File: config.mk
export PLATFORM = sky130hd
export DESIGN_NAME = nco_core
export DESIGN_NICKNAME = d
export VERILOG_FILES = /design/src/rtl/nco_core.sv
export SDC_FILE = /design/constraint.sdc
export NUM_CORES = 2
export LEC_CHECK = 0
export ABC_AREA = 1
export CAP_MARGIN = 5
export CORE_ASPECT_RATIO = 0.7
export CORE_MARGIN = 1.5
export CORE_UTILIZATION = 35
export CTS_BUF_LIST = sky130_fd_sc_hd__clkbuf_8
export DETAILED_ROUTE_END_ITERATION = 6
export PLACE_DENSITY = 0.49
export SLEW_MARGIN = 10
export SYNTH_ARGS = -nofsm -noshare
export SYNTH_HDL_FRONTEND = slang
export SYNTH_SLANG_ARGS = --single-unit
File: constraint.sdc
create_clock -name clk -period 2.55 [get_ports clk]
set_input_delay 0.51 -clock clk [delete_from_list [all_inputs] [get_ports clk]]
set_output_delay 0.51 -clock clk [all_outputs]
set_load 0.01 [all_outputs]
File: src/rtl/nco_core.sv
// rtl/nco_core.sv - numerically controlled oscillator with loadable waveform table
// Phase accumulator drives a sync-read table; step changes take effect only at wrap.
module nco_core #(
  parameter int ACC_W  = 16,
  parameter int STEP_W = 14,
  parameter int ADDR_W = 8,
  parameter int DATA_W = 8
) (
  input  logic              clk,
  input  logic              rst_n,
  input  logic              en_i,
  input  logic              we_i,
  input  logic [DATA_W-1:0] data_i,
  input  logic              wr_rst_i,
  input  logic [STEP_W-1:0] freq_step_i,
  output logic [DATA_W-1:0] sample_o,
  output logic              sample_valid_o,
  output logic              wrap_o,
  output logic              table_full_o,
  output logic              busy_o
);

  typedef enum logic [1:0] {S_IDLE, S_RUN, S_DRAIN} state_t;

  state_t            r_state;
  state_t            w_state_nxt;
  logic              r_drain_cnt;
  logic [ACC_W-1:0]  r_acc;
  logic [ACC_W-1:0]  r_step_act;
  logic [ACC_W:0]    w_sum;
  logic [ACC_W-1:0]  w_step_req;
  logic              w_run;
  logic              r_wrap;

  logic [DATA_W-1:0] r_ram [2**ADDR_W];
  logic [ADDR_W-1:0] r_wr_ptr;
  logic [ADDR_W-1:0] w_wr_addr;
  logic [ADDR_W-1:0] w_rd_addr;
  logic              r_full;
  logic [DATA_W-1:0] r_rd_data;
  logic              r_rd_v;
  logic [DATA_W-1:0] r_sample;
  logic              r_sample_v;

  assign w_run      = (r_state == S_RUN);
  assign w_step_req = {{(ACC_W-STEP_W){1'b0}}, freq_step_i};
  assign w_sum      = {1'b0, r_acc} + {1'b0, r_step_act};
  assign w_rd_addr  = r_acc[ACC_W-1 -: ADDR_W];
  // A pointer clear coinciding with a write redirects that write to address 0.
  assign w_wr_addr  = wr_rst_i ? '0 : r_wr_ptr;

  always_ff @(posedge clk or negedge rst_n) begin
    if (!rst_n) begin
      r_state     <= S_IDLE;
      r_drain_cnt <= 1'b0;
    end else begin
      r_state     <= w_state_nxt;
      r_drain_cnt <= (r_state == S_DRAIN) ? ~r_drain_cnt : 1'b0;
    end
  end

  always_comb begin
    w_state_nxt = r_state;
    case (r_state)
      S_IDLE:  if (en_i) w_state_nxt = S_RUN;
      S_RUN:   if (!en_i) w_state_nxt = S_DRAIN;
      S_DRAIN: if (r_drain_cnt) w_state_nxt = S_IDLE;
      default: w_state_nxt = S_IDLE;
    endcase
  end

  // The accumulator advances only while running and still enabled; it holds in drain.
  always_ff @(posedge clk or negedge rst_n) begin
    if (!rst_n) begin
      r_acc      <= '0;
      r_step_act <= '0;
      r_wrap     <= 1'b0;
    end else begin
      r_wrap <= 1'b0;
      if (r_state == S_IDLE && en_i) begin
        r_acc      <= '0;
        r_step_act <= w_step_req;
      end else if (w_run && en_i) begin
        r_acc  <= w_sum[ACC_W-1:0];
        r_wrap <= w_sum[ACC_W];
        if (w_sum[ACC_W]) r_step_act <= w_step_req;
      end
    end
  end

  always_ff @(posedge clk or negedge rst_n) begin
    if (!rst_n) begin
      r_wr_ptr <= '0;
      r_full   <= 1'b0;
    end else if (wr_rst_i) begin
      r_wr_ptr <= we_i ? ADDR_W'(1) : '0;
      r_full   <= 1'b0;
    end else if (we_i) begin
      r_wr_ptr <= r_wr_ptr + ADDR_W'(1);
      if (&r_wr_ptr) r_full <= 1'b1;
    end
  end

  // Table storage carries no reset so it maps onto block RAM; reads return old data.
  always_ff @(posedge clk) begin
    if (we_i) r_ram[w_wr_addr] <= data_i;
    if (w_run) r_rd_data <= r_ram[w_rd_addr];
  end

  always_ff @(posedge clk or negedge rst_n) begin
    if (!rst_n) begin
      r_rd_v     <= 1'b0;
      r_sample_v <= 1'b0;
      r_sample   <= '0;
    end else begin
      r_rd_v     <= w_run;
      r_sample_v <= r_rd_v;
      if (r_rd_v) r_sample <= r_rd_data;
    end
  end

  assign sample_o       = r_sample;
  assign sample_valid_o = r_sample_v;
  assign wrap_o         = r_wrap;
  assign table_full_o   = r_full;
  assign busy_o         = (r_state != S_IDLE);

endmodule

==> flow_summary.ini <==
[status]
status = finished, violations left
violations = setup timing

[timing]
max-slew-margin-rel_pct = 51.5
setup_viol = 8
drv_slew = 0
fmax_ghz = 0.383
post-route-worst-setup-slack_ns = -0.0633
skew_ns = 0.0693
fin_crit_ns = 2.61
worst_pin_slew_ns = 0.727
rsz0062_at_grt = yes
timing.hold.ws_ns = 0.112
hold_viol_final = 0
period_share_pct = 102

[detailed_routing]
via_per_inst = 5.22
wirelength_mm = 283
drc = 0
drt-wirelength-per-cell_um = 24.4
ant_nets = 0
dr.pass1.iters = 6
drt_iter0_drc = 7032
via_count = 60500

[worst_setup_path]
crit_type = register to register
endpoint_kind = register
critPathRequiredTime_ns = 3.34
regToRegStartpoint = r_acc[8]
arrival_ns = 3.40
worstReg2RegEnd = r_rd_data[1]
r2r_cells = 15
critPathLaunchType = register
reg2reg_slack_ns = -0.06
worstPathMaxFanout = 22

[placement]
post-place-cells = 10900
place_ws_ns = -0.696
gp_congestion = 0.852
postPlaceCellArea_mm2 = 0.0960
place_hpwl_mm = 169
io_buffers = 38

[clock_tree]
insertion_delay_ns = 0.96
clkSinkCount = 2109
cts_tree = done
clk_path_buf_depth = 4
cts_root_buffer = clkbuf_8
clk_pin_slew_ns = 0.07
cts_buffers = 331
htree_levels = 5

[global_routing]
grt_pass1_vias = 58200
use_met2_pct = 32.3
grt_max_degree = 92
grt.overflow.total = 0
grtUsageMet3_pct = 3.89
grt_usage_pct = 22.3
antenna_found_initial = 14
top_usage_layer = met1
grt_pass1_wl_mm = 409
grtUsageMet1_pct = 34.8

[pwr]
total_leakage_power_nw = 38.7
vdd_drop_max_mv = 0.516
powerDensity_mw_per_mm2 = 1040

[finish]
final.fill_count = 22900
final_nets = 8135
layout_common_cells = 2239 x nand2_1, 2056 x edfxtp_1, 1810 x nand3_1, 588 x buf_4, 347 x clkbuf_8
final_area_mm2 = 0.105
utilization_pct = 43.0
layout_commonest_cell = nand2_1
instances_no_fill = 11600
drive_above_1_share_pct = 18.2
syn2layout_area_growth_pct = 22.1

[synth]
synth_cell_types = 32
seq_area_frac_synth_pct = 73.1
yosysWarnings = 0
synth-seq-cells = 2109
syn_nets = 7410
synth_cells = 7367
synthesis.area_mm2 = 0.0863
avgSynthCellArea_um2 = 11.7

[die]
die_y_um = 418
core_mm2 = 0.245
boundaryPins = 39
rows = 152
dieArea_mm2 = 0.250
start_util_pct = 35.2
die_x_um = 596

[min_path]
whs_endpoint = r_ram[180][1]
holdCritStartpoint = data_i[1]
hp-class = primary input to register
min_path_cells = 2

[flow_run]
cap_violations = 0
-- sequential cells by signal, indices dropped and copies added, names as in the netlist --
register	count
r_acc	16
r_rd_v	1
r_state	2
table_full_o	1
sample_o	8
r_ram	2048
r_rd_data	8
wrap_o	1
r_step_act	14
r_drain_cnt	1
sample_valid_o	1
r_wr_ptr	8
-- final cells by class --
type	instances	area, um^2	share of cell area [%]
timing repair buffer	880	10000	9.52
clock inverter	242	1170	1.11
sequential	2109	63100	59.9
timing repair inverter	1	8.76	0.00832
clock buffer	347	4780	4.53
multi-input combinational	4694	21900	20.8
inverter	75	337	0.320
tap	3234	4050	3.84
antenna	3	7.51	0.00713
-- per-stage QoR --
stage	setup TNS, ns	power [mW]
final	-0.382	110
after floorplan	0	59.9
after detailed placement	-270.13	76.8
after global routing	-0.874	115
after global placement	-209.95	76.8
after CTS	-0.128	110
-- where the power goes --
group	internal, mW	switching, mW	leakage [nW]
sequential	38.5	0.444	19.2
clock	13.2	13.7	3.47
combinational	15.6	28.2	16.1
total	67.3	42.4	38.7
-- worst max-delay path: stages (launching register included) --
cell and delay (ns):
dfrtp_4 0.50, buf_12 0.16, inv_16 0.11, buf_8 0.18, buf_16 0.20, buf_4 0.17, nand2_1 0.05, nand3_1 0.14
nand3_2 0.13, nand3_1 0.12, nand3_2 0.13, nand3_4 0.16, nand3_4 0.13, nand2_1 0.10, inv_2 0.06, nand2_2 0.09
-- synth_stat cells, drive strengths merged --
library cell     n  share of area [%]
o22ai            2              0.014
nor3             2              0.012
inv             71               0.31
xnor2            1              0.010
a21oi           22               0.13
fa               1              0.023
nor4             1             0.0073
o21ai           42               0.24
nand2         2277                9.9
a21o             1             0.0087
clkbuf         106               0.46
nand3         1999                 12
edfxtp        2056                 72
dfrtp           53                1.5
o31ai            1             0.0087
mux2             8               0.10
xor2             2              0.020
o21bai           2              0.017
or2              1             0.0073
clkinv           4              0.017
ha              15               0.22
buf            383                2.4
a221oi           1              0.010
a22o             3              0.030
nor2           313                1.4
-- repair_timing --
item                                    in CTS  in global routing
endpoints found under the setup margin      25                 28
hold buffers                                 8                  0
pin swaps                                   48                 14
cloned                                      34                  2
endpoints found under the hold margin      194                  0
resized for setup                          346                 64
buffers inserted                            33                  4
-- worst max-delay path by stage --
stage	from	to	slack [ns]
floorplan	wr_rst_i	r_ram[198][0]	0.29
global placement	r_acc[8]	r_rd_data[1]	-0.69
detailed placement	r_acc[8]	r_rd_data[1]	-0.70
CTS	r_acc[8]	r_rd_data[1]	-0.04
global route	r_acc[8]	r_rd_data[4]	-0.13
finish	r_acc[8]	r_rd_data[1]	-0.06
-- cells by family (layout without fill, tap and decap cells) --
kind of cell / count (synthesis) / in the layout / share of synthesized area, %
buffers and inverters: 564 / 1545 / 3.18
xor gates and xnor gates: 3 / 3 / 0.0305
adders and majority gates: 16 / 16 / 0.241
muxes: 8 / 8 / 0.104
AOI/OAI and AO/OA: 74 / 74 / 0.461
and+or+nand+nor: 4593 / 4593 / 22.9
other: 0 / 3 / 0
DFF: 2109 / 2109 / 73.1
-- routing by layer --
layer | routed length (um) | vias up
li1 | - | 27600
met1 | 135000 | 30200
met2 | 119000 | 2356
met3 | 23600 | 369
met4 | 5140 | 2
met5 | 13 | -
(Power assumes the default switching activity.)
